$ cat src/rtl/dram_ctrl_if.sv
// Host command/response and DRAM command/data signals for dram_ctrl.
// slave = controller view, master = host + DRAM-device view.
interface dram_ctrl_if;
  logic       cmd_valid;
  logic       cmd_ready;
  logic       cmd_we;
  logic [7:0] cmd_addr;
  logic [7:0] cmd_wdata;
  logic       rsp_valid;
  logic [7:0] rsp_data;
  logic       init_done;
  logic       err;
  logic       r;
  logic       w;
  logic       mrw;
  logic       mrr;
  logic [7:0] addr;
  logic [7:0] mr_in;
  logic [7:0] dq_in_delay;
  logic       driv_valid;
  logic [7:0] dq_out;
  logic       dq_oe;
  logic [7:0] mr_out;

  modport slave (
    input  cmd_valid, cmd_we, cmd_addr, cmd_wdata, dq_out, dq_oe, mr_out,
    output cmd_ready, rsp_valid, rsp_data, init_done, err,
           r, w, mrw, mrr, addr, mr_in, dq_in_delay, driv_valid
  );

  modport master (
    output cmd_valid, cmd_we, cmd_addr, cmd_wdata, dq_out, dq_oe, mr_out,
    input  cmd_ready, rsp_valid, rsp_data, init_done, err,
           r, w, mrw, mrr, addr, mr_in, dq_in_delay, driv_valid
  );
endinterface

$ cat src/rtl/dram_ctrl.sv
// DRAM command controller: MR init, read/write issue, WL-timed write data.
// Define DRAM_CTRL_MR_CHECK_EN to read back and verify MR0/MR1 after init.
module dram_ctrl #(
  parameter int unsigned RL   = 4,
  parameter int unsigned WL   = 3,
  parameter int unsigned OUTS = 8
) (
  input logic        clk,
  input logic        rst,
  dram_ctrl_if.slave bus
);

  localparam int unsigned CW  = $clog2(OUTS + 1);
  localparam int unsigned PW  = (OUTS > 1) ? $clog2(OUTS) : 1;
  localparam logic [7:0]  RL8 = 8'(RL);
  localparam logic [7:0]  WL8 = 8'(WL);

  typedef enum logic [3:0] {
    ST_RESET, ST_MRW0, ST_MRW1, ST_MRR0, ST_CHK0,
    ST_MRR1, ST_CHK1, ST_READY, ST_ERROR
  } state_t;

  state_t         state;
  logic [7:0]     cyc;
  logic [CW-1:0]  rd_cnt, rd_cnt_next;
  logic [CW-1:0]  wr_cnt, wr_cnt_next;
  logic [PW-1:0]  wr_ptr, rd_ptr;
  logic [7:0]     fifo_data  [OUTS];
  logic [7:0]     fifo_stamp [OUTS];
  logic [7:0]     head_age;
  logic           accept, issue_rd, issue_wr, head_due, rsp_ok, can_accept;

  function automatic logic [PW-1:0] bump(input logic [PW-1:0] p);
    return (p == PW'(OUTS - 1)) ? '0 : p + PW'(1);
  endfunction

  // Stamps hold the cycle the W strobe is visible; the head leaves the
  // FIFO on the edge that makes DRIV_VALID visible exactly WL cycles later.
  always_comb begin
    accept   = bus.cmd_valid & bus.cmd_ready;
    issue_rd = accept & ~bus.cmd_we;
    issue_wr = accept & bus.cmd_we;
    head_age = cyc - fifo_stamp[rd_ptr] + 8'd1;
    head_due = (wr_cnt != '0) && (head_age == WL8);
    rsp_ok   = bus.dq_oe && (rd_cnt != '0);

    rd_cnt_next = rd_cnt;
    if (issue_rd && !rsp_ok)      rd_cnt_next = rd_cnt + CW'(1);
    else if (!issue_rd && rsp_ok) rd_cnt_next = rd_cnt - CW'(1);

    wr_cnt_next = wr_cnt;
    if (issue_wr && !head_due)      wr_cnt_next = wr_cnt + CW'(1);
    else if (!issue_wr && head_due) wr_cnt_next = wr_cnt - CW'(1);

    can_accept = (rd_cnt_next < CW'(OUTS)) && (wr_cnt_next < CW'(OUTS));
  end

  always_ff @(posedge clk) begin
    if (issue_wr) begin
      fifo_data[wr_ptr]  <= bus.cmd_wdata;
      fifo_stamp[wr_ptr] <= cyc + 8'd1;
    end
  end

  always_ff @(posedge clk) begin
    if (rst) begin
      state           <= ST_RESET;
      cyc             <= '0;
      rd_cnt          <= '0;
      wr_cnt          <= '0;
      wr_ptr          <= '0;
      rd_ptr          <= '0;
      bus.cmd_ready   <= 1'b0;
      bus.init_done   <= 1'b0;
      bus.err         <= 1'b0;
      bus.r           <= 1'b0;
      bus.w           <= 1'b0;
      bus.mrw         <= 1'b0;
      bus.mrr         <= 1'b0;
      bus.addr        <= '0;
      bus.mr_in       <= '0;
      bus.driv_valid  <= 1'b0;
      bus.dq_in_delay <= '0;
      bus.rsp_valid   <= 1'b0;
      bus.rsp_data    <= '0;
    end else begin
      cyc           <= cyc + 8'd1;
      rd_cnt        <= rd_cnt_next;
      wr_cnt        <= wr_cnt_next;
      bus.r         <= 1'b0;
      bus.w         <= 1'b0;
      bus.mrw       <= 1'b0;
      bus.mrr       <= 1'b0;
      bus.cmd_ready <= 1'b0;

      bus.rsp_valid <= rsp_ok;
      if (rsp_ok) bus.rsp_data <= bus.dq_out;
      if (bus.dq_oe && rd_cnt == '0) bus.err <= 1'b1;

      bus.driv_valid  <= head_due;
      bus.dq_in_delay <= head_due ? fifo_data[rd_ptr] : '0;
      if (head_due) rd_ptr <= bump(rd_ptr);
      if (issue_wr) wr_ptr <= bump(wr_ptr);

      case (state)
        ST_RESET: begin
          state     <= ST_MRW0;
          bus.mrw   <= 1'b1;
          bus.addr  <= 8'd0;
          bus.mr_in <= RL8;
        end
        ST_MRW0: begin
          state     <= ST_MRW1;
          bus.mrw   <= 1'b1;
          bus.addr  <= 8'd1;
          bus.mr_in <= WL8;
        end
        ST_MRW1: begin
`ifdef DRAM_CTRL_MR_CHECK_EN
          state    <= ST_MRR0;
          bus.mrr  <= 1'b1;
          bus.addr <= 8'd0;
`else
          state         <= ST_READY;
          bus.init_done <= 1'b1;
          bus.cmd_ready <= can_accept;
`endif
        end
        ST_MRR0: state <= ST_CHK0;
        ST_CHK0: begin
          if (bus.mr_out == RL8) begin
            state    <= ST_MRR1;
            bus.mrr  <= 1'b1;
            bus.addr <= 8'd1;
          end else begin
            state   <= ST_ERROR;
            bus.err <= 1'b1;
          end
        end
        ST_MRR1: state <= ST_CHK1;
        ST_CHK1: begin
          if (bus.mr_out == WL8) begin
            state         <= ST_READY;
            bus.init_done <= 1'b1;
            bus.cmd_ready <= can_accept;
          end else begin
            state   <= ST_ERROR;
            bus.err <= 1'b1;
          end
        end
        ST_READY: begin
          bus.cmd_ready <= can_accept;
          if (accept) begin
            bus.r    <= issue_rd;
            bus.w    <= issue_wr;
            bus.addr <= bus.cmd_addr;
          end
        end
        ST_ERROR: state <= ST_ERROR;
        default:  state <= ST_RESET;
      endcase
    end
  end

endmodule

$ cat src/flat_wrapper.sv
// flat-port wrapper written by rule: the top's interface ports become plain ports
module dram_ctrl_flat 
#(
  parameter int unsigned RL   = 4,
  parameter int unsigned WL   = 3,
  parameter int unsigned OUTS = 8
)
  (clk, rst, bus_cmd_valid, bus_cmd_we, bus_cmd_addr, bus_cmd_wdata, bus_dq_out, bus_dq_oe, bus_mr_out, bus_cmd_ready, bus_rsp_valid, bus_rsp_data, bus_init_done, bus_err, bus_r, bus_w, bus_mrw, bus_mrr, bus_addr, bus_mr_in, bus_dq_in_delay, bus_driv_valid);
  dram_ctrl_if bus_i ();
  input logic clk;
  input logic rst;
  input wire logic [$bits(bus_i.cmd_valid)-1:0] bus_cmd_valid;
  input wire logic [$bits(bus_i.cmd_we)-1:0] bus_cmd_we;
  input wire logic [$bits(bus_i.cmd_addr)-1:0] bus_cmd_addr;
  input wire logic [$bits(bus_i.cmd_wdata)-1:0] bus_cmd_wdata;
  input wire logic [$bits(bus_i.dq_out)-1:0] bus_dq_out;
  input wire logic [$bits(bus_i.dq_oe)-1:0] bus_dq_oe;
  input wire logic [$bits(bus_i.mr_out)-1:0] bus_mr_out;
  output wire logic [$bits(bus_i.cmd_ready)-1:0] bus_cmd_ready;
  output wire logic [$bits(bus_i.rsp_valid)-1:0] bus_rsp_valid;
  output wire logic [$bits(bus_i.rsp_data)-1:0] bus_rsp_data;
  output wire logic [$bits(bus_i.init_done)-1:0] bus_init_done;
  output wire logic [$bits(bus_i.err)-1:0] bus_err;
  output wire logic [$bits(bus_i.r)-1:0] bus_r;
  output wire logic [$bits(bus_i.w)-1:0] bus_w;
  output wire logic [$bits(bus_i.mrw)-1:0] bus_mrw;
  output wire logic [$bits(bus_i.mrr)-1:0] bus_mrr;
  output wire logic [$bits(bus_i.addr)-1:0] bus_addr;
  output wire logic [$bits(bus_i.mr_in)-1:0] bus_mr_in;
  output wire logic [$bits(bus_i.dq_in_delay)-1:0] bus_dq_in_delay;
  output wire logic [$bits(bus_i.driv_valid)-1:0] bus_driv_valid;
  assign bus_i.cmd_valid = bus_cmd_valid;
  assign bus_i.cmd_we = bus_cmd_we;
  assign bus_i.cmd_addr = bus_cmd_addr;
  assign bus_i.cmd_wdata = bus_cmd_wdata;
  assign bus_i.dq_out = bus_dq_out;
  assign bus_i.dq_oe = bus_dq_oe;
  assign bus_i.mr_out = bus_mr_out;
  assign bus_cmd_ready = bus_i.cmd_ready;
  assign bus_rsp_valid = bus_i.rsp_valid;
  assign bus_rsp_data = bus_i.rsp_data;
  assign bus_init_done = bus_i.init_done;
  assign bus_err = bus_i.err;
  assign bus_r = bus_i.r;
  assign bus_w = bus_i.w;
  assign bus_mrw = bus_i.mrw;
  assign bus_mrr = bus_i.mrr;
  assign bus_addr = bus_i.addr;
  assign bus_mr_in = bus_i.mr_in;
  assign bus_dq_in_delay = bus_i.dq_in_delay;
  assign bus_driv_valid = bus_i.driv_valid;
  dram_ctrl #(.RL(RL), .WL(WL), .OUTS(OUTS)) u_core (.clk(clk), .rst(rst), .bus(bus_i));
endmodule
$ cat config.mk
export PLATFORM = sky130hd
export DESIGN_NAME = dram_ctrl_flat
export DESIGN_NICKNAME = d
export VERILOG_FILES = /design/src/rtl/dram_ctrl_if.sv /design/src/rtl/dram_ctrl.sv /design/src/flat_wrapper.sv
export SDC_FILE = /design/constraint.sdc
export NUM_CORES = 1
export LEC_CHECK = 0
export ABC_AREA = 0
export ABC_CLOCK_PERIOD_IN_PS = 4800
export CORE_ASPECT_RATIO = 1.25
export CORE_MARGIN = 5
export CORE_UTILIZATION = 40
export DETAILED_ROUTE_END_ITERATION = 7
export GPL_TIMING_DRIVEN = 0
export PLACE_DENSITY_LB_ADDON = 0.12
export SLEW_MARGIN = 20
export SYNTH_ARGS = -nofsm -noshare
export SYNTH_HDL_FRONTEND = slang
export SYNTH_SLANG_ARGS = --single-unit
$ cat constraint.sdc
create_clock -name clk -period 4.8 [get_ports clk]
set_input_delay 0.96 -clock clk [delete_from_list [all_inputs] [get_ports clk]]
set_output_delay 0.96 -clock clk [all_outputs]
set_load 0.01 [all_outputs]
==> results of run 1 <==
[cells in the mapped netlist, drive strengths merged, types with 3 or more instances]
cell,instances,area (um2)
a211oi,6,45.0
a21oi,34,170
buf,12,81.3
clkbuf,18,67.6
dfxtp,64,1280
edfxtp,128,3840
ha,27,338
inv,18,67.6
mux2i,18,180
mux4,32,721
nand2,38,145
nand2b,11,68.8
nand3,15,75.1
nand4,3,18.8
nor2,34,128
nor2b,12,75.1
nor3,10,50.1
nor3b,3,22.5
nor4,4,40.0
o21ai,9,45.0
xnor2,7,68.8
xor2,9,78.8
[cells in the final DEF, fill, tap and decap left out, types with 4 or more instances in the layout]
master           count
a211oi_1             6
a21oi_1             33
buf_4               16
buf_6                4
clkbuf_1            18
clkbuf_16           17
clkdlybuf4s50_1     71
clkinv_4             5
conb_1               5
dfxtp_1             64
edfxtp_1           128
ha_1                26
inv_1               17
mux2i_1             18
mux4_2              32
nand2_1             37
nand2b_1            11
nand3_1             15
nor2_1              31
nor2b_1             12
nor3_1               6
nor3_2               4
o21ai_0              8
xnor2_1              6
xor2_1               9
[flip-flops by register name (all words and copies together), names as in the netlist, named ones only]
signal,flops
u_core.rd_ptr,3
u_core.bus.driv_valid,1
u_core.bus.init_done,1
u_core.bus.mr_in,2
u_core.bus.mrw,1
u_core.bus.rsp_valid,1
u_core.wr_cnt,4
u_core.bus.cmd_ready,1
u_core.bus.r,1
u_core.bus.w,1
u_core.state,4
u_core.fifo_stamp,64
u_core.bus.mrr,1
u_core.wr_ptr,3
u_core.bus.dq_in_delay,8
u_core.fifo_data,64
u_core.cyc,8
u_core.rd_cnt,4
u_core.bus.err,1
u_core.bus.rsp_data,8
u_core.bus.addr,8
[power groups by stage]
| stage | Sequential [mW] | Clock [mW] | Combinational (mW) |
|---|---|---|---|
| 2_1_floorplan | 1.93 | 0 | 0.369 |
| 3_3_place_gp | 1.92 | 0 | 0.601 |
| 3_5_place_dp | 1.92 | 0 | 0.616 |
| 4_1_cts | 1.89 | 1.35 | 0.622 |
| 5_1_grt | 1.90 | 1.41 | 0.700 |
| 6_report | 1.89 | 1.31 | 0.616 |
[metrics by stage]
step,worst slack (ns),hold slack (ns),area (um2),util [%]
floorplan,0.0213,0.445,7910,-
global route,-0.00125,0.481,9680,49.9
global placement,-0.997,0.438,8950,46.1
CTS,0.0265,0.454,9670,49.8
detailed placement,-0.994,0.445,9080,46.8
finish,0.214,0.449,9680,49.9
[cells by family after synthesis]
family	Yosys count	share of synthesized area [%]
flip-flops	192	65.0
AND/OR/NAND/NOR	141	9.17
AO/OA/AOI/OAI	65	4.93
multiplexers	52	11.7
buffers and inverters	49	2.79
adder cells (fa/ha/maj)	28	4.54
XOR/XNOR	16	1.87
other	1	0.0475
[repair_timing]
item,4_1_cts,5_1_grt
setup buffers,0,1
setup endpoints to repair,19,2
resized for setup,12,1
hold buffers,0,0
cloned,0,0
pin swaps,0,1
[metal layers]
| metal | track usage [%] | part of all wire [%] | vias to the layer above |
|---|---|---|---|
| met3 | 4.22 | 4.5 | 16 |
| met5 | 0 | 0 | - |
| li1 | - | - | 2229 |
| met2 | 28.0 | 53 | 97 |
| met4 | 3.90 | 1.1 | 0 |
| met1 | 18.7 | 41 | 2269 |
[how the worst min path moves through the flow]
stage                            from                endpoint  slack [ns]  cells after the start
2_1_floorplan           u_core.cyc[0]           u_core.cyc[0]        0.44                      1
3_3_place_gp       u_core.bus.addr[6]      u_core.bus.addr[6]        0.44                      2
3_5_place_dp       u_core.bus.addr[1]      u_core.bus.addr[1]        0.44                      2
4_1_cts            u_core.bus.addr[1]      u_core.bus.addr[1]        0.45                      2
5_1_grt        u_core.bus.rsp_data[0]  u_core.bus.rsp_data[0]        0.48                      2
6_report           u_core.bus.addr[1]      u_core.bus.addr[1]        0.45                      2
[critical path: cells and delay by family (launching register included)]
family	cells	cell delay (ns)
flip-flops	1	0.32
multiplexers	2	0.81
AO/OA/AOI/OAI	4	1.06
adder cells (fa/ha/maj)	4	1.10
AND/OR/NAND/NOR	3	0.59
XOR/XNOR	2	0.25
buffers and inverters	3	0.31
[cell type report]
type,count,area [um2],share of cell area [%]
Buffer,28,153,1.58
Clock buffer,23,478,4.94
Clock inverter,9,76.3,0.788
Inverter,19,71.3,0.737
Multi-Input combinational cell,307,2640,27.3
Sequential cell,192,5120,52.9
Tap cell,265,332,3.43
Timing Repair Buffer,83,806,8.32
==> results by group, run 1 <==
Synth
  – Prevailing post-synth register cell: edfxtp_1
  – Syn Area/Cell: 14.5 um2
  – Post-synth EDFFs: 128
  – Count of cell types in the netlist: 57
  – Post-Syn Area: 7890 um2
  – Synth Instances: 544
  – Post-synth ARST share: 0%
  – Register area share after synthesis: 65.0%
  – Synth warn: 0
  – Yosys reg bits: 192

Timing
  – Setup-failing EPs final: 0
  – Max Slew Vio Count: 0
  – Worst-Margin Slew: 0.788 ns
  – Min cycle time layout: 4.59 ns
  – Fmax: 218 MHz
  – Final Skew: 0.00831 ns
  – Final period util: 95.5%
  – Relative slew slack: 47.5%
  – Setup TNS: 0 ns
  – Hold Vio Cnt, Final: 0

Clock network
  – Longest Clk Path Bufs: 2
  – Clk_lat worst skew: 0.42 ns
  – CTS Root Cell: clkbuf_16
  – CTS tree: built
  – Clk slew on worst S/H paths: 0.07 ns
  – CTS Buf Count: 17
  – Num Clock Sinks: 192
  – Depth of the CTS H-tree: 4

Finish
  – # nets final: 713
  – Fill cells: 1715
  – Area Growth Syn to Fin: 22.7%
  – Number of diodes: 0
  – Finished Layout Cells: 926
  – Layout cells sized above 1: 16.3%

Flow run
  – Max-Cap Viols: 0

Worst setup path
  – Crit Path Category: reg -> reg
  – Crit path to: u_core.bus.cmd_ready
  – Startpoint types: register
  – Crit-path slowest cell: mux4_2
  – Critical Path Max Stage Delay: 0.52 ns
  – CP arrival: 4.89 ns
  – Crit end category: register
  – Critical-path cell list: buf_4 -> mux4_2 -> mux2_2 -> ha_1 -> inv_1 -> ha_1 -> inv_1 -> fa_1 -> nand2b_1 -> a21oi_2 -> xor2_1 -> a2111oi_4 -> nand3_1 -> ha_2 -> nand2b_1 -> o41ai_2 -> xor2_1 -> a2111oi_0
  – Worst Path Max Fanout: 8
  – Worst path required time: 5.11 ns
  – Flop2flop setup slack: 0.21 ns
  – R2R depth: 18
  – Worst reg2reg endpoint: u_core.bus.cmd_ready

Power
  – Internal power: 2.83 mW
  – Net Switching: 985 uW
  – Clock Power Share: 34.4%
  – Pwr dens: 394 nW/um2
  – Sw Share: 25.8%
  – Total power: 3.82 mW
  – Gate power share: 16.1%
  – Leak Pwr: 3.24 nW
  – Worst VDD drop: 0.000261 V
  – Register share of total power: 49.4%

Run status
  – Status: finished, final reports clean

Global route
  – Vias in the first global route: 4994
  – First-pass GRT wire length: 27.0 mm
  – Pin count of the biggest net entering global routing: 17
  – Gr ovfl total: 0
  – Total GRT Usage: 15.7%
  – Initial antenna violation count: 0

Place
  – GPL Wtd Cong: 0.739
  – Hpwl dp: 11.7 mm
  – Port Buffers: 71
  – Post-Place Cells: 895

Floorplan
  – Die height: 167 um
  – IO Pins: 78
  – Core Area: 19400 um2
  – Rows: 57
  – Die ar.: 22700 um2
  – Effective utilization at floorplan: 40.7%
  – Die X: 136 um

Route
  – Vias per inst: 4.98
  – Routed Antenna Nets: 0
  – # DRC: 0
  – Initial DRC count: 221
  – Vias after detailed routing: 4611
  – Avg WL per Cell: 18.0 um
  – Detailed Route WL: 16.7 mm
  – DR pass1 iterations: 4

Min path
  – Worst hold path class: reg -> reg
Note: power is estimated with default switching activity, not from simulation.
==> inputs of run 2 (changes only) <==
Settings changed: CORE_UTILIZATION 40 to 51.
==> run 2 against run 1 <==
Against the previous run: clock power about the same; sequential cell count unchanged; critical endpoint unchanged; register-to-register slack better by 0.08 ns.
==> results by group, run 2 (same netlist as run 1, synthesis figures left out) <==
Run status
  – Status: finished, final reports clean

Worst setup path
  – Critical Path Max Stage Delay: 0.51 ns
  – Critical-path cell list: buf_4 -> mux4_2 -> mux2_2 -> ha_1 -> inv_1 -> ha_1 -> inv_1 -> fa_1 -> nand2b_1 -> a21oi_2 -> xor2_1 -> a2111oi_4 -> nand3_2 -> ha_2 -> nand2b_1 -> o41ai_2 -> xor2_1 -> a2111oi_1
  – Worst path required time: 5.11 ns
  – Worst Path Max Fanout: 8
  – Crit end category: register
  – Crit-path slowest cell: mux4_2
  – Crit Path Category: reg -> reg
  – CP arrival: 4.81 ns
  – Buf/Inv on CP: 3
  – Startpoint types: register
  – Crit path max-delay family: adder cells

Finish
  – Register area: 5120 um2
  – Most frequent cells in the layout: edfxtp_1 (128), clkdlybuf4s50_1 (71), dfxtp_1 (64), nand2_1 (37), a21oi_1 (33)
  – Area of the multi-input gates: 2640 um2
  – Fin util: 63.9%
  – Layout cells sized above 1: 16.8%
  – Largest regs: u_core.fifo_data (64), u_core.fifo_stamp (64)
  – Finished Layout Cells: 870
  – Number of diodes: 0
  – Area Growth Syn to Fin: 22.1%
  – Most common cell after layout, fill and taps aside: edfxtp_1
  – # nets final: 714
  – Fill cells: 1143

Clock network
  – CTS tree: built
  – Hold_buf cts: 0
  – Clk_lat worst skew: 0.43 ns
  – Depth of the CTS H-tree: 4
  – Longest Clk Path Bufs: 2
  – Num Clock Sinks: 192
  – CTS Root Cell: clkbuf_16
  – Clk slew on worst S/H paths: 0.07 ns
  – CTS Buf Count: 17

Power
  – Gate power share: 16.2%
  – Register share of total power: 49.7%
  – Internal power: 2.83 mW
  – Sw Share: 25.5%
  – Worst VDD drop: 0.000301 V
  – Net Switching: 968 uW
  – Total power: 3.79 mW
  – Pwr dens: 394 nW/um2
  – Leak Pwr: 3.25 nW
  – Clock Power Share: 34.2%

Route
  – Avg WL per Cell: 18.0 um
  – Vias per inst: 5.33
  – Vias after detailed routing: 4639
  – DR pass1 iterations: 6
  – Routed Antenna Nets: 0
  – # DRC: 0
  – Initial DRC count: 261
  – Detailed Route WL: 15.7 mm

Floorplan
  – Die height: 149 um
  – Effective utilization at floorplan: 52.3%
  – Rows: 50
  – Die X: 121 um
  – Die ar.: 18100 um2
  – Core Area: 15100 um2
  – IO Pins: 78

Global route
  – Pin count of the biggest net entering global routing: 17
  – First-pass GRT wire length: 25.3 mm
  – Vias in the first global route: 4874
  – Initial antenna violation count: 0
  – Total GRT Usage: 18.6%
  – Gr ovfl total: 0

Timing
  – Hold Vio Cnt, Final: 0
  – Fmax: 222 MHz
  – RSZ-0062 raised after global routing: no
  – Setup-failing EPs final: 0
  – Final period util: 93.8%
  – Final Skew: 0.00805 ns
  – Min cycle time layout: 4.50 ns
  – Final worst-path setup slack: 0.298 ns
  – Worst-Margin Slew: 0.807 ns
  – Relative slew slack: 46.1%
  – Final hold slack: 0.449 ns
  – Max Slew Vio Count: 0

Place
  – GPL Wtd Cong: 0.860
  – Post-Place Cells: 839
  – Pre-CTS setup slack: -0.908 ns
  – Hpwl dp: 11.1 mm
  – Port Buffers: 71

Min path
  – Worst hold path class: reg -> reg

Flow run
  – Max-Cap Viols: 0
run 2: cell count changes in the layout (fill, tap and decap cells not counted), moves of 2 or more:
cell,previous run,this run
clkinv_2,0,2
buf_4,16,11
buf_6,4,9
clkinv_4,5,3
clkbuf_1,18,16
run 2: power groups by stage:
stage / Sequential (mW) / Clock (mW) / Combinational (mW)
6_report: 1.88 / 1.30 / 0.613
4_1_cts: 1.88 / 1.32 / 0.617
3_3_place_gp: 1.92 / 0 / 0.594
2_1_floorplan: 1.93 / 0 / 0.369
5_1_grt: 1.89 / 1.40 / 0.683
3_5_place_dp: 1.92 / 0 / 0.610
run 2: area by class of cell:
class                   instances  area share (%)
clock inverters                11           0.831
repair buffers                 84            8.61
inverters                      19           0.741
clock buffers                  21            4.89
well taps                     208            2.70
flip-flops and latches        192            53.2
multi-input cells             307            27.4
plain buffers                  28            1.59
run 2: metrics by stage:
stage	setup TNS (ns)	area [um2]
2_1_floorplan	0	7910
3_3_place_gp	-13.94	8880
3_5_place_dp	-2.44	9030
4_1_cts	0	9610
5_1_grt	0	9630
6_report	0	9630
run 2: worst reg2reg max path: stages, from the launching register on:
cell,delay (ns)
dfxtp_1,0.31
buf_4,0.19
mux4_2,0.51
mux2_2,0.29
ha_1,0.28
inv_1,0.06
ha_1,0.20
inv_1,0.08
fa_1,0.39
nand2b_1,0.18
a21oi_2,0.16
xor2_1,0.12
a2111oi_4,0.26
nand3_2,0.15
ha_2,0.25
nand2b_1,0.19
o41ai_2,0.26
xor2_1,0.14
a2111oi_1,0.38
run 2: per-layer routing:
metal	vias to the layer above	wire length, um	GRT usage (%)
li1	2229	-	-
met4	0	474	8.35
met3	27	679	4.02
met1	2273	6410	22.1
met2	110	8090	32.2
met5	-	0	0
run 2: final timing paths:
kind | endpoint | startpoint | slack (ns) | depth (start not counted)
worst max register to register | u_core.bus.cmd_ready | register | 0.30 | 18
worst min register to register | u_core.bus.addr[1] | u_core.bus.addr[1] | 0.45 | 2
worst max-delay path | u_core.bus.cmd_ready | register | 0.30 | 18
worst min-delay path | u_core.bus.addr[1] | u_core.bus.addr[1] | 0.45 | 2
run 2: timing repair:
item,in CTS,in global routing
endpoints found under the hold margin,0,0
setup buffers,0,1
setup endpoints to repair,7,2
pin swaps,0,1
resized for setup,13,2
==> inputs of run 3 (changes only) <==
Settings changed: ABC_CLOCK_PERIOD_IN_PS 4800 to 5400, CORE_UTILIZATION 51 to 60.
Clock period 4.8 ns to 5.4 ns, I/O delays scaled along.
==> run 3 against run 2 <==
Against the previous run: non-clock buffer count is 2 higher; sequential cell count stayed put; highest routed layer unchanged; register-to-register slack better by 0.17 ns; global-route usage is 2.6 points higher; critical path depth stayed put; routed wire length is 1.7% higher; cell area is 0.32% lower; largest cell class unchanged; clock skew is 0.0045 ns higher; cell count is 4.4% lower; sequential share of layout area is 0.17 points higher.
==> results by group, run 3 (same netlist as run 1, synthesis figures left out) <==
Route
  – DR pass1 iterations: 4
  – Initial DRC count: 233
  – Routed Antenna Nets: 0
  – # DRC: 0
  – Avg WL per Cell: 19.1 um
  – Detailed Route WL: 15.9 mm
  – Vias per inst: 5.67
  – Vias after detailed routing: 4720

Worst setup path
  – Startpoint types: register
  – Crit Path Category: reg -> reg
  – Worst reg2reg endpoint: u_core.bus.cmd_ready
  – Crit end category: register
  – Flop2flop setup slack: 0.47 ns
  – Worst Path Max Fanout: 16
  – Worst path required time: 5.72 ns
  – R2R depth: 18
  – CP arrival: 5.25 ns

Timing
  – Final Skew: 0.0126 ns
  – Hold Vio Cnt, Final: 0
  – Worst-Margin Slew: 0.734 ns
  – Final period util: 91.3%
  – Setup-failing EPs final: 0
  – Min cycle time layout: 4.93 ns
  – Final hold slack: 0.455 ns
  – Relative slew slack: 51.0%
  – Fmax: 203 MHz
  – Setup TNS: 0 ns
  – RSZ-0062 raised after global routing: no
  – Max Slew Vio Count: 0

Finish
  – Area Growth Syn to Fin: 21.7%
  – Largest regs: u_core.fifo_data (64), u_core.fifo_stamp (64)
  – Most common cell after layout, fill and taps aside: edfxtp_1
  – Fin util: 75.1%
  – Area of the multi-input gates: 2600 um2
  – Fill cells: 830
  – Most frequent cells in the layout: edfxtp_1 (128), clkdlybuf4s50_1 (71), dfxtp_1 (64), nand2_1 (37), a21oi_1 (34)
  – Layout cells sized above 1: 16.4%
  – Number of diodes: 0
  – Register area: 5120 um2
  – # nets final: 716

Clock network
  – Clk slew on worst S/H paths: 0.07 ns
  – CTS Buf Count: 17
  – Longest Clk Path Bufs: 2
  – CTS tree: built
  – Hold_buf cts: 0
  – Num Clock Sinks: 192
  – Post-CTS Setup Bufs: 0
  – Depth of the CTS H-tree: 4
  – CTS Root Cell: clkbuf_16
  – Clk_lat worst skew: 0.42 ns

Global route
  – Gr ovfl total: 0
  – Vias in the first global route: 4986
  – Initial antenna violation count: 0
  – Pin count of the biggest net entering global routing: 19
  – First-pass GRT wire length: 25.7 mm
  – Total GRT Usage: 21.1%

Min path
  – Hold Path Stages: 2
  – Worst hold path class: reg -> reg
  – Hold Path Origin: u_core.bus.rsp_data[7]
  – Hold EP: u_core.bus.rsp_data[7]

Floorplan
  – IO Pins: 78
  – Effective utilization at floorplan: 61.8%
  – Core Area: 12800 um2
  – Die ar.: 15600 um2
  – Die X: 113 um
  – Rows: 46
  – Die height: 138 um

Power
  – Leak Pwr: 3.28 nW
  – Total power: 3.48 mW
  – Worst VDD drop: 0.000220 V
  – Pwr dens: 362 nW/um2

Place
  – Hpwl dp: 11.4 mm
  – GPL Wtd Cong: 0.842
  – Port Buffers: 71

Flow run
  – Max-Cap Viols: 0

Run status
  – Status: finished, final reports clean
==> run 3: report_power, final <==
part	total, mW	switching, mW	leakage [nW]	internal [mW]
registers	1.68	0.0448	1.64	1.63
clock network	1.26	0.562	0.296	0.698
logic	0.540	0.291	1.35	0.250
total	3.48	0.897	3.28	2.58
==> run 3: cell type report <==
class,instances,area share [%]
plain buffers,28,1.53
well taps,168,2.19
repair buffers,86,8.85
clock inverters,15,1.80
inverters,19,0.743
flip-flops and latches,192,53.4
clock buffers,17,4.43
multi-input cells,307,27.1
==> run 3: worst max path at each step <==
| stage | from | end | slack (ns) | depth (start not counted) |
|---|---|---|---|---|
| detailed placement | register | u_core.bus.cmd_ready | -0.31 | 18 |
| floorplan | register | u_core.bus.cmd_ready | 0.62 | 18 |
| CTS | register | u_core.bus.cmd_ready | 0.11 | 18 |
| global route | register | u_core.bus.cmd_ready | 0.07 | 18 |
| global placement | register | u_core.bus.cmd_ready | -0.15 | 18 |
| finish | register | u_core.bus.cmd_ready | 0.47 | 18 |
==> run 3: per-stage QoR <==
stage	cells	worst slack (ns)	cell area [um2]
after floorplan	548	0.621	7910
final	832	0.469	9600
after global routing	832	0.0691	9600
after global placement	787	-0.154	8830
after detailed placement	802	-0.307	9000
after CTS	833	0.110	9590
==> run 3: per-layer routing <==
metal / global-route usage, % / up-vias / share of wire (%)
met5: 0 / - / 0
met4: 8.48 / 0 / 2.8
met3: 5.11 / 33 / 4.6
met2: 37.0 / 128 / 54
met1: 24.9 / 2324 / 39
li1: - / 2235 / -
==> run 3: repair_timing <==
| action | 4_1_cts | 5_1_grt |
|---|---|---|
| pin swaps | 0 | 0 |
| gates resized for setup | 1 | 3 |
| setup endpoints to repair | 2 | 2 |
==> run 3: worst max-delay path, cell delays in order, from the launching register on <==
cell and delay, ns:
dfxtp_1 0.34, buf_6 0.25, mux4_2 0.53, mux2_2 0.27, ha_1 0.26, inv_1 0.08
ha_1 0.19, inv_1 0.06, fa_1 0.39, nand2b_1 0.17, a21oi_1 0.20, xor2_1 0.13
a2111oi_2 0.44, nand3_1 0.18, ha_1 0.30, nand2b_1 0.20, o41ai_1 0.30, xor2_1 0.16
a2111oi_0 0.35
